### config.mk
export PLATFORM = sky130hd
export DESIGN_NAME = loop_sequencer
export DESIGN_NICKNAME = d
export VERILOG_FILES = /design/src/rtl/loop_sequencer.sv
export SDC_FILE = /design/constraint.sdc
export NUM_CORES = 1
export LEC_CHECK = 0
export CAP_MARGIN = 20
export CORE_AREA = 3 3 40 42
export CTS_CLUSTER_DIAMETER = 80
export DETAILED_ROUTE_END_ITERATION = 8
export DIE_AREA = 0 0 43 45
export DONT_BUFFER_PORTS = 1
export PLACE_DENSITY = 0.56
export SYNTH_ARGS = -nofsm -noshare
export SYNTH_HDL_FRONTEND = slang
export SYNTH_SLANG_ARGS = --single-unit
### constraint.sdc
create_clock -name clk -period 4.8 [get_ports clk]
set_input_delay 0.48 -clock clk [delete_from_list [all_inputs] [get_ports clk]]
set_output_delay 0.48 -clock clk [all_outputs]
set_load 0.01 [all_outputs]
### src/rtl/loop_sequencer.sv
// rtl/loop_sequencer.sv - loop control stage driving a WIDTH-bit iteration counter
//
// Purpose: accepts a start request with an iteration limit, clears the
// downstream counter, offers one step per handshake while advancing the
// counter, and pulses done once the last step has been accepted.
//
// Ports:
//   clk         system clock, rising edge
//   reset       asynchronous active-low reset
//   start       begin a loop (sampled in IDLE only)
//   limit       iteration count, latched on accepted start
//   abort       cancel an active loop (CLEAR or RUN)
//   step_ready  downstream accepts the current step
//   count       current value of the iteration counter
//   cnt_reset   counter synchronous clear
//   cnt_enable  counter count enable
//   step_valid  step offered downstream
//   busy        high in CLEAR and RUN
//   done        one-cycle completion pulse
//   step_last   (LOOP_SEQUENCER_LAST_EN only) marks the final step
//
// Optional feature macro: LOOP_SEQUENCER_LAST_EN

module loop_sequencer #(
    parameter int WIDTH = 4
) (
    input  logic             clk,
    input  logic             reset,
    input  logic             start,
    input  logic [WIDTH-1:0] limit,
    input  logic             abort,
    input  logic             step_ready,
    input  logic [WIDTH-1:0] count,
    output logic             cnt_reset,
    output logic             cnt_enable,
    output logic             step_valid,
    output logic             busy,
    output logic             done
`ifdef LOOP_SEQUENCER_LAST_EN
    ,
    output logic             step_last
`endif
);

    typedef enum logic [1:0] {
        S_IDLE  = 2'd0,
        S_CLEAR = 2'd1,
        S_RUN   = 2'd2,
        S_DONE  = 2'd3
    } state_t;

    localparam logic [WIDTH-1:0] ONE = WIDTH'(1);

    state_t           state;
    state_t           state_next;
    logic [WIDTH-1:0] limit_q;
    logic             last_step;

    // Only meaningful in RUN, where limit_q is at least 1, so the
    // decrement never underflows in a cycle where it matters.
    assign last_step = (count == (limit_q - ONE));

    always_ff @(posedge clk or negedge reset) begin
        if (!reset) begin
            state   <= S_IDLE;
            limit_q <= '0;
        end else begin
            state <= state_next;
            if (state == S_IDLE && start) begin
                limit_q <= limit;
            end
        end
    end

    always_comb begin
        state_next = state;
        cnt_reset  = 1'b0;
        cnt_enable = 1'b0;
        step_valid = 1'b0;
        busy       = 1'b0;
        done       = 1'b0;

        case (state)
            S_IDLE: begin
                if (start) begin
                    state_next = S_CLEAR;
                end
            end

            S_CLEAR: begin
                cnt_reset = 1'b1;
                busy      = 1'b1;
                if (abort) begin
                    state_next = S_IDLE;
                end else if (limit_q == '0) begin
                    // Zero-iteration loop: skip RUN, still report completion.
                    state_next = S_DONE;
                end else begin
                    state_next = S_RUN;
                end
            end

            S_RUN: begin
                busy = 1'b1;
                if (abort) begin
                    // Abort wins over a simultaneous handshake; the counter
                    // keeps its partial value.
                    state_next = S_IDLE;
                end else begin
                    step_valid = 1'b1;
                    cnt_enable = step_ready;
                    if (step_ready && last_step) begin
                        state_next = S_DONE;
                    end
                end
            end

            S_DONE: begin
                done       = 1'b1;
                state_next = S_IDLE;
            end

            default: begin
                state_next = S_IDLE;
            end
        endcase
    end

`ifdef LOOP_SEQUENCER_LAST_EN
    assign step_last = step_valid & last_step;
`endif

endmodule

==> impl_results.md, run 1 <==
- Min-Delay Path Class: input pin to flop
- Dominant cell type by area after synthesis: dfrtp_1
- Most common cell after layout, fill and taps aside: ha_1
- Total congestion overflow: 0
- Cell Rows: 13
- Finished Layout Cells: 66
- Detailed router's first-iteration violation count: 6
- Status: complete, no violations
- CP Class: flop to primary output
- Number of gates resized after cts: 0
- Worst path max stage delay: 0.43 ns
- Average wire per standard cell: 13.5 µm
- Layout cell share with drive strength beyond 1: 0.196
- R2R cell count: 6
- Ports: 18
- Die Y-Extent: 45 µm
- Post-synth cell types: 21
- CTS tree: built
- Design area: roughly 540 µm²
- Worst slew margin relative to its limit: 0.671
- Least-Margin Pin Slew: 0.492 ns
- Synth Net Count: 67
- Worst path slowest cell: nor2b_1
- Crit path time final: 2.12 ns
- Worst-path fanout max: 6
- Area Growth Syn to Fin: 10.6%
- Pwr/cell area: 645 nW/µm²
- Clock Sinks: 6
- CTS clk-pin slew, worst paths: roughly 0.040 ns
- H-tree levels: 1
- Die area: 1940 µm²
- Critical path depth: 4
- Slew Limit Fails: 0
- Gpl congestion: 0.769
- CTS Hold Bufs: 1
- Initial antenna violation count: 0
- Seq/Total Area, Yosys: 0.310
- Largest delay share family, worst path: simple AND/OR/NAND/NOR gates
- Layout Nets: 73
- CP startpoint kind: flop
- WP data arrival: roughly 1.6 ns
- Final TNS setup: 0 ns
- Total number of vias: 344
- Vias in the first global route: 324
- Clock Tree Buf Depth: 2
- Worst Path Required: 4.32 ns
- Num CTS Buffers: 3
- DR pass1 iterations: 4
- Post-CTS Setup Inserts: 0
- Clock skew: 0.00178 ns
- Worst setup margin: between 2 and 3 ns
- Util after Layout: 0.417
- CP Capture Type: primary output
- Synthesized flop and latch total: 6
- DP Worst Slack: about 2.9 ns
- Final setup fails: 0
- Final period util: 0.442
- Max Cap Viol: 0
- Leakage power: 0.000235 µW
- Die W: 43 µm
- Core ar.: about 1300 µm²
- Placed instance area: 503 µm²
- CP Buf/Inv Count: 1
- Top-area cell type share of the netlist area: 0.310
- Worst-path cell chain: inv_1 > ha_1 > nor2b_1 > and2_1
- Worst hold stages: 1
- Synth area leaders: dfrtp_1 31%, ha_1 18%, mux2_2 9.3%
- Largest net degree at the start of global routing: 7
- HPWL Detailed: 764 µm
- First-pass GRT wire length: 1360 µm
- Total Wirelength: 890 µm
- CTS root buf: clkbuf_4
- Via/cell ratio: 5.21
- RSZ-0062 raised after global routing: no
- R2R Setup Slk: 2.86 ns
- Maximum vdd drop: 0.000255 V
- Syn Inst Count: 47
- Mean Syn Cell Area: 10.3 µm²
- Hold Vio Cnt, Final: 0
- PortBufs: 0
- Post-Syn Area: 484 µm²
- Initial core utilization: 0.377
- # diodes: 0
- F_max: roughly 0.47 GHz
- Inst Count DP: 62
- Commonest cells after routing, fill and taps aside: 7 x ha_1, 6 x dfrtp_1, 4 x inv_1, 4 x xnor2_1, 4 x mux2_2
- Clock latency on the worst-skew pair: 0.24 ns
- DRC viols: 0
- Total Routing Usage GR: 0.0989
- YS warnings: 0
- Post-DRT Antenna Nets: 0
==> cells by family after synthesis <==
group | count (synthesis) | share of synthesized area
muxes | 4 | 0.0930
xor gates and xnor gates | 6 | 0.109
and+or+nand+nor | 16 | 0.209
buffers and inverters | 4 | 0.0310
adders and majority gates | 7 | 0.181
AOI/OAI and AO/OA | 4 | 0.0672
DFF | 6 | 0.310
==> per-layer routing <==
layer  vias to the layer above  track usage  part of all wire
met5                         -            0                 0
met4                         0       0.0904             0.016
met3                         2       0.0120             0.062
met2                        14        0.153              0.45
met1                       152        0.120              0.47
li1                        176            -                 -
==> worst register-to-register path: stages, from the launching register on <==
cell     delay [ns]
dfrtp_1        0.43
inv_1          0.12
ha_1           0.26
nor2_1         0.09
or4_1          0.46
or4_1          0.41
nand3_1        0.11
==> synth_stat cells <==
master / number
nor4_1: 2
nand2_1: 2
xnor2_1: 4
inv_1: 4
ha_1: 7
nor2b_4: 1
xor2_1: 2
dfrtp_1: 6
mux2_2: 4
or4_1: 2
a211oi_1: 1
nor3_2: 1
nor2_1: 2
o311a_1: 1
and2_1: 1
nand3_1: 2
nor2b_1: 1
a222oi_1: 1
and2_2: 1
o21ai_0: 1
nor3_1: 1
==> state kept, by name, indices dropped and copies added (netlist names) <==
register and cells:
limit_q 4, state 2
==> through the flow <==
| step | total power (µW) | hold slack, ns |
|---|---|---|
| 5_1_grt | 379 | 0.380 |
| 3_3_place_gp | 302 | 0.185 |
| 4_1_cts | 352 | 0.374 |
| 3_5_place_dp | 302 | 0.185 |
| 2_1_floorplan | 265 | 0.184 |
| 6_report | 345 | 0.388 |
==> final timing paths <==
path,endpoint,start
min reg2reg,limit_q[1],limit_q[1]
max,cnt_enable,state[0]
max in group asynchronous,limit_q[2],reset
min,limit_q[0],limit[0]
min in group asynchronous,limit_q[1],reset
max reg2reg,state[1],state[1]
==> power breakdown <==
group | switching (µW) | internal, µW
combinational | 100 | 92.9
sequential | 29.2 | 77.1
clock | 17.4 | 28.2
==> layout make-up <==
type	count	area, µm²
Clock buffer	3	22.5
Multi-Input combinational cell	37	319
Tap cell	15	18.8
Inverter	4	15.0
Fill cell	141	749
Sequential cell	6	150
Timing Repair Buffer	1	10.0
Note: power is estimated with default switching activity, not from simulation.
==> run 2, diff against run 1 <==
==> constraint.sdc (replaced) <==
create_clock -name clk -period 2 [get_ports clk]
set_input_delay 0.2 -clock clk [delete_from_list [all_inputs] [get_ports clk]]
set_output_delay 0.2 -clock clk [all_outputs]
set_load 0.01 [all_outputs]
==> run 2 against run 1 <==
Die area is the same. Clock power grew 130%. Final area grew 1.4%. Clock-buffer cell count is the same. Register-to-register slack lost 2.7 ns. Sequential share of layout area shrank 0.39 points. Setup slack lost 2.5 ns. Critical path depth is the same. Combinational power grew 150%. Total power grew 140%. Final cell count grew 1.5%. Critical endpoint unchanged. Largest power group unchanged. Highest routed layer unchanged.
==> impl_results.md, run 2 (synthesized netlist as in run 1, its figures left out) <==
- Die area: 1940 µm² (unchanged)
- Area Growth Syn to Fin: 12.1%
- Layout Nets: 74 (+1.4%)
- Total number of vias: 360 (+4.7%)
- F_max: 0.540 GHz
- CP Class: flop to primary output
- Final period util: 0.927
- Worst-path cell chain: inv_1 > ha_1 > nor2b_1 > and2_1
- Detailed router's first-iteration violation count: 10 (+4)
- H-tree levels: 1 (unchanged)
- Reg2Reg Capture Point: state[1]
- RR Startpoint: state[1]
- Clock Sinks: 6 (unchanged)
- CP startpoint kind: flop
- Maximum vdd drop: 0.000637 V (+150%)
- Die Y-Extent: 45 µm (unchanged)
- Layout cell share with drive strength beyond 1: 0.212 (+0.0155)
- DR pass1 iterations: 4 (unchanged)
- Via/cell ratio: 5.37 (+3.1%)
- DRC viols: 0 (unchanged)
- Hold Vio Cnt, Final: 0 (unchanged)
- Pwr/cell area: 1550 nW/µm² (+140%)
- R2R cell count: 6 (unchanged)
- WP data arrival: 1.65 ns (about the same)
- Final TNS setup: 0 ns (unchanged)
- Commonest cells after routing, fill and taps aside: 7 x ha_1, 6 x dfrtp_1, 4 x inv_1, 4 x xnor2_1, 4 x mux2_2
- RSZ-0062 raised after global routing: no
- Worst-path fanout max: 6 (unchanged)
- Worst Hold Launch: limit[2]
- Max Cap Viol: 0 (unchanged)
- HPWL Detailed: 785 µm (+2.8%)
- Worst path slowest cell: nor2b_1
- Max reg flops: 4 (unchanged)
- Worst Path Required: 1.80 ns (-2.52 ns)
- Worst slew margin relative to its limit: 0.661 (-0.00996)
- Filler cells: 135 (-4.3%)
- Clock latency on the worst-skew pair: 0.24 ns (about the same)
- Vias in the first global route: 356 (+9.9%)
- First-pass GRT wire length: 1480 µm (+9.1%)
- # diodes: 0 (unchanged)
- Slew Limit Fails: 0 (unchanged)
- Worst path max stage delay: 0.44 ns (about the same)
- Total Wirelength: 891 µm (+0.11%)
- Average wire per standard cell: 13.3 µm (-1.4%)
- Final setup fails: 0 (unchanged)
- Reg area: 150 µm² (unchanged)
- Leakage power: 0.000240 µW (+2.1%)
- Ports: 18 (unchanged)
- Worst hold path endpoint: limit_q[2]
- Least-Margin Pin Slew: 0.507 ns (+0.0149 ns)
- Gpl congestion: 0.727 (-5.4%)
- Total congestion overflow: 0 (unchanged)
- Die W: 43 µm (unchanged)
- Clock Tree Buf Depth: 2 (unchanged)
- Num CTS Buffers: 3 (unchanged)
- Inst Count DP: 63 (+1.6%)
- CTS root buf: clkbuf_4
- R2R Setup Slk: 0.18 ns (-2.68 ns)
- Number of gates resized after cts: 0 (unchanged)
- Core ar.: 1280 µm² (unchanged)
- Clock skew: 0.00217 ns (+0.000396 ns)
- Cell Rows: 13 (unchanged)
- CTS clk-pin slew, worst paths: 0.04 ns (about the same)
- Biggest regs: limit_q: 4 flops, state: 2 flops
- Status: complete, no violations
- Worst hold stages: 1 (unchanged)
- Total Routing Usage GR: 0.102 (+0.00268)
- PortBufs: 0 (unchanged)
- Multi-input logic area: 319 µm² (unchanged)
- CTS tree: built
- Largest Register: limit_q
- Post-DRT Antenna Nets: 0 (unchanged)
- Initial antenna violation count: 0 (unchanged)
- Crit path time final: 1.85 ns
- Min-Delay Path Class: input pin to flop
- Largest net degree at the start of global routing: 7 (unchanged)
- Most common cell after layout, fill and taps aside: ha_1
- Initial core utilization: 0.377 (unchanged)
- Finished Layout Cells: 67 (+1.5%)
- CP Capture Type: primary output
-- run 2: changes by cell type in the layout (fill, tap and decap cells not counted) --
cell	previous run	this run
buf_4	0	1
-- run 2: worst max-delay path by stage --
stage,slack (ns),end,from
2_1_floorplan,0.24,state[1],state[1]
5_1_grt,0.02,state[1],state[1]
4_1_cts,0.13,cnt_enable,state[0]
3_3_place_gp,0.17,state[1],state[1]
6_report,0.15,cnt_enable,state[0]
3_5_place_dp,0.20,state[1],state[1]
-- run 2: cell type report --
| class | count | area share |
|---|---|---|
| flip-flops and latches | 6 | 0.276 |
| clock buffers | 3 | 0.0415 |
| repair buffers | 2 | 0.0323 |
| multi-input cells | 37 | 0.588 |
| inverters | 4 | 0.0276 |
| well taps | 15 | 0.0346 |
-- run 2: worst max-delay path: cells and delay by family, from the launching register on --
kind | cells | cell delay, ns
buf+inv | 1 | 0.15
flops | 1 | 0.39
fa+ha+maj | 1 | 0.19
simple gates | 2 | 0.69
-- run 2: what timing repair did --
item / in CTS / in global routing
buffers inserted: 0 / 0
hold buffers: 1 / 0
hold endpoints to repair: 6 / 0
-- run 2: metrics by stage --
stage,util,total power (µW),instance area [µm²],setup slack [ns],hold WS (ns)
after global routing,0.423,925,543,0.0245,0.105
final,0.423,842,543,0.147,0.110
after global placement,0.397,740,510,0.169,-0.0954
after CTS,0.423,857,543,0.128,0.106
after floorplan,-,636,484,0.236,-0.0956
after detailed placement,0.397,744,510,0.203,-0.0954
-- run 2: power breakdown --
part	switching (µW)	internal, µW	leakage, µW
clock network	38.2	67.5	0.0000138
registers	71.4	185	0.0000720
logic	245	235	0.000154
-- run 2: per-layer routing --
layer	part of all wire	vias to the layer above	global-route usage
met5	0	-	0
met4	0.0090	0	0.0542
li1	-	178	-
met3	0.083	2	0.0398
met1	0.43	163	0.116
met2	0.48	17	0.165
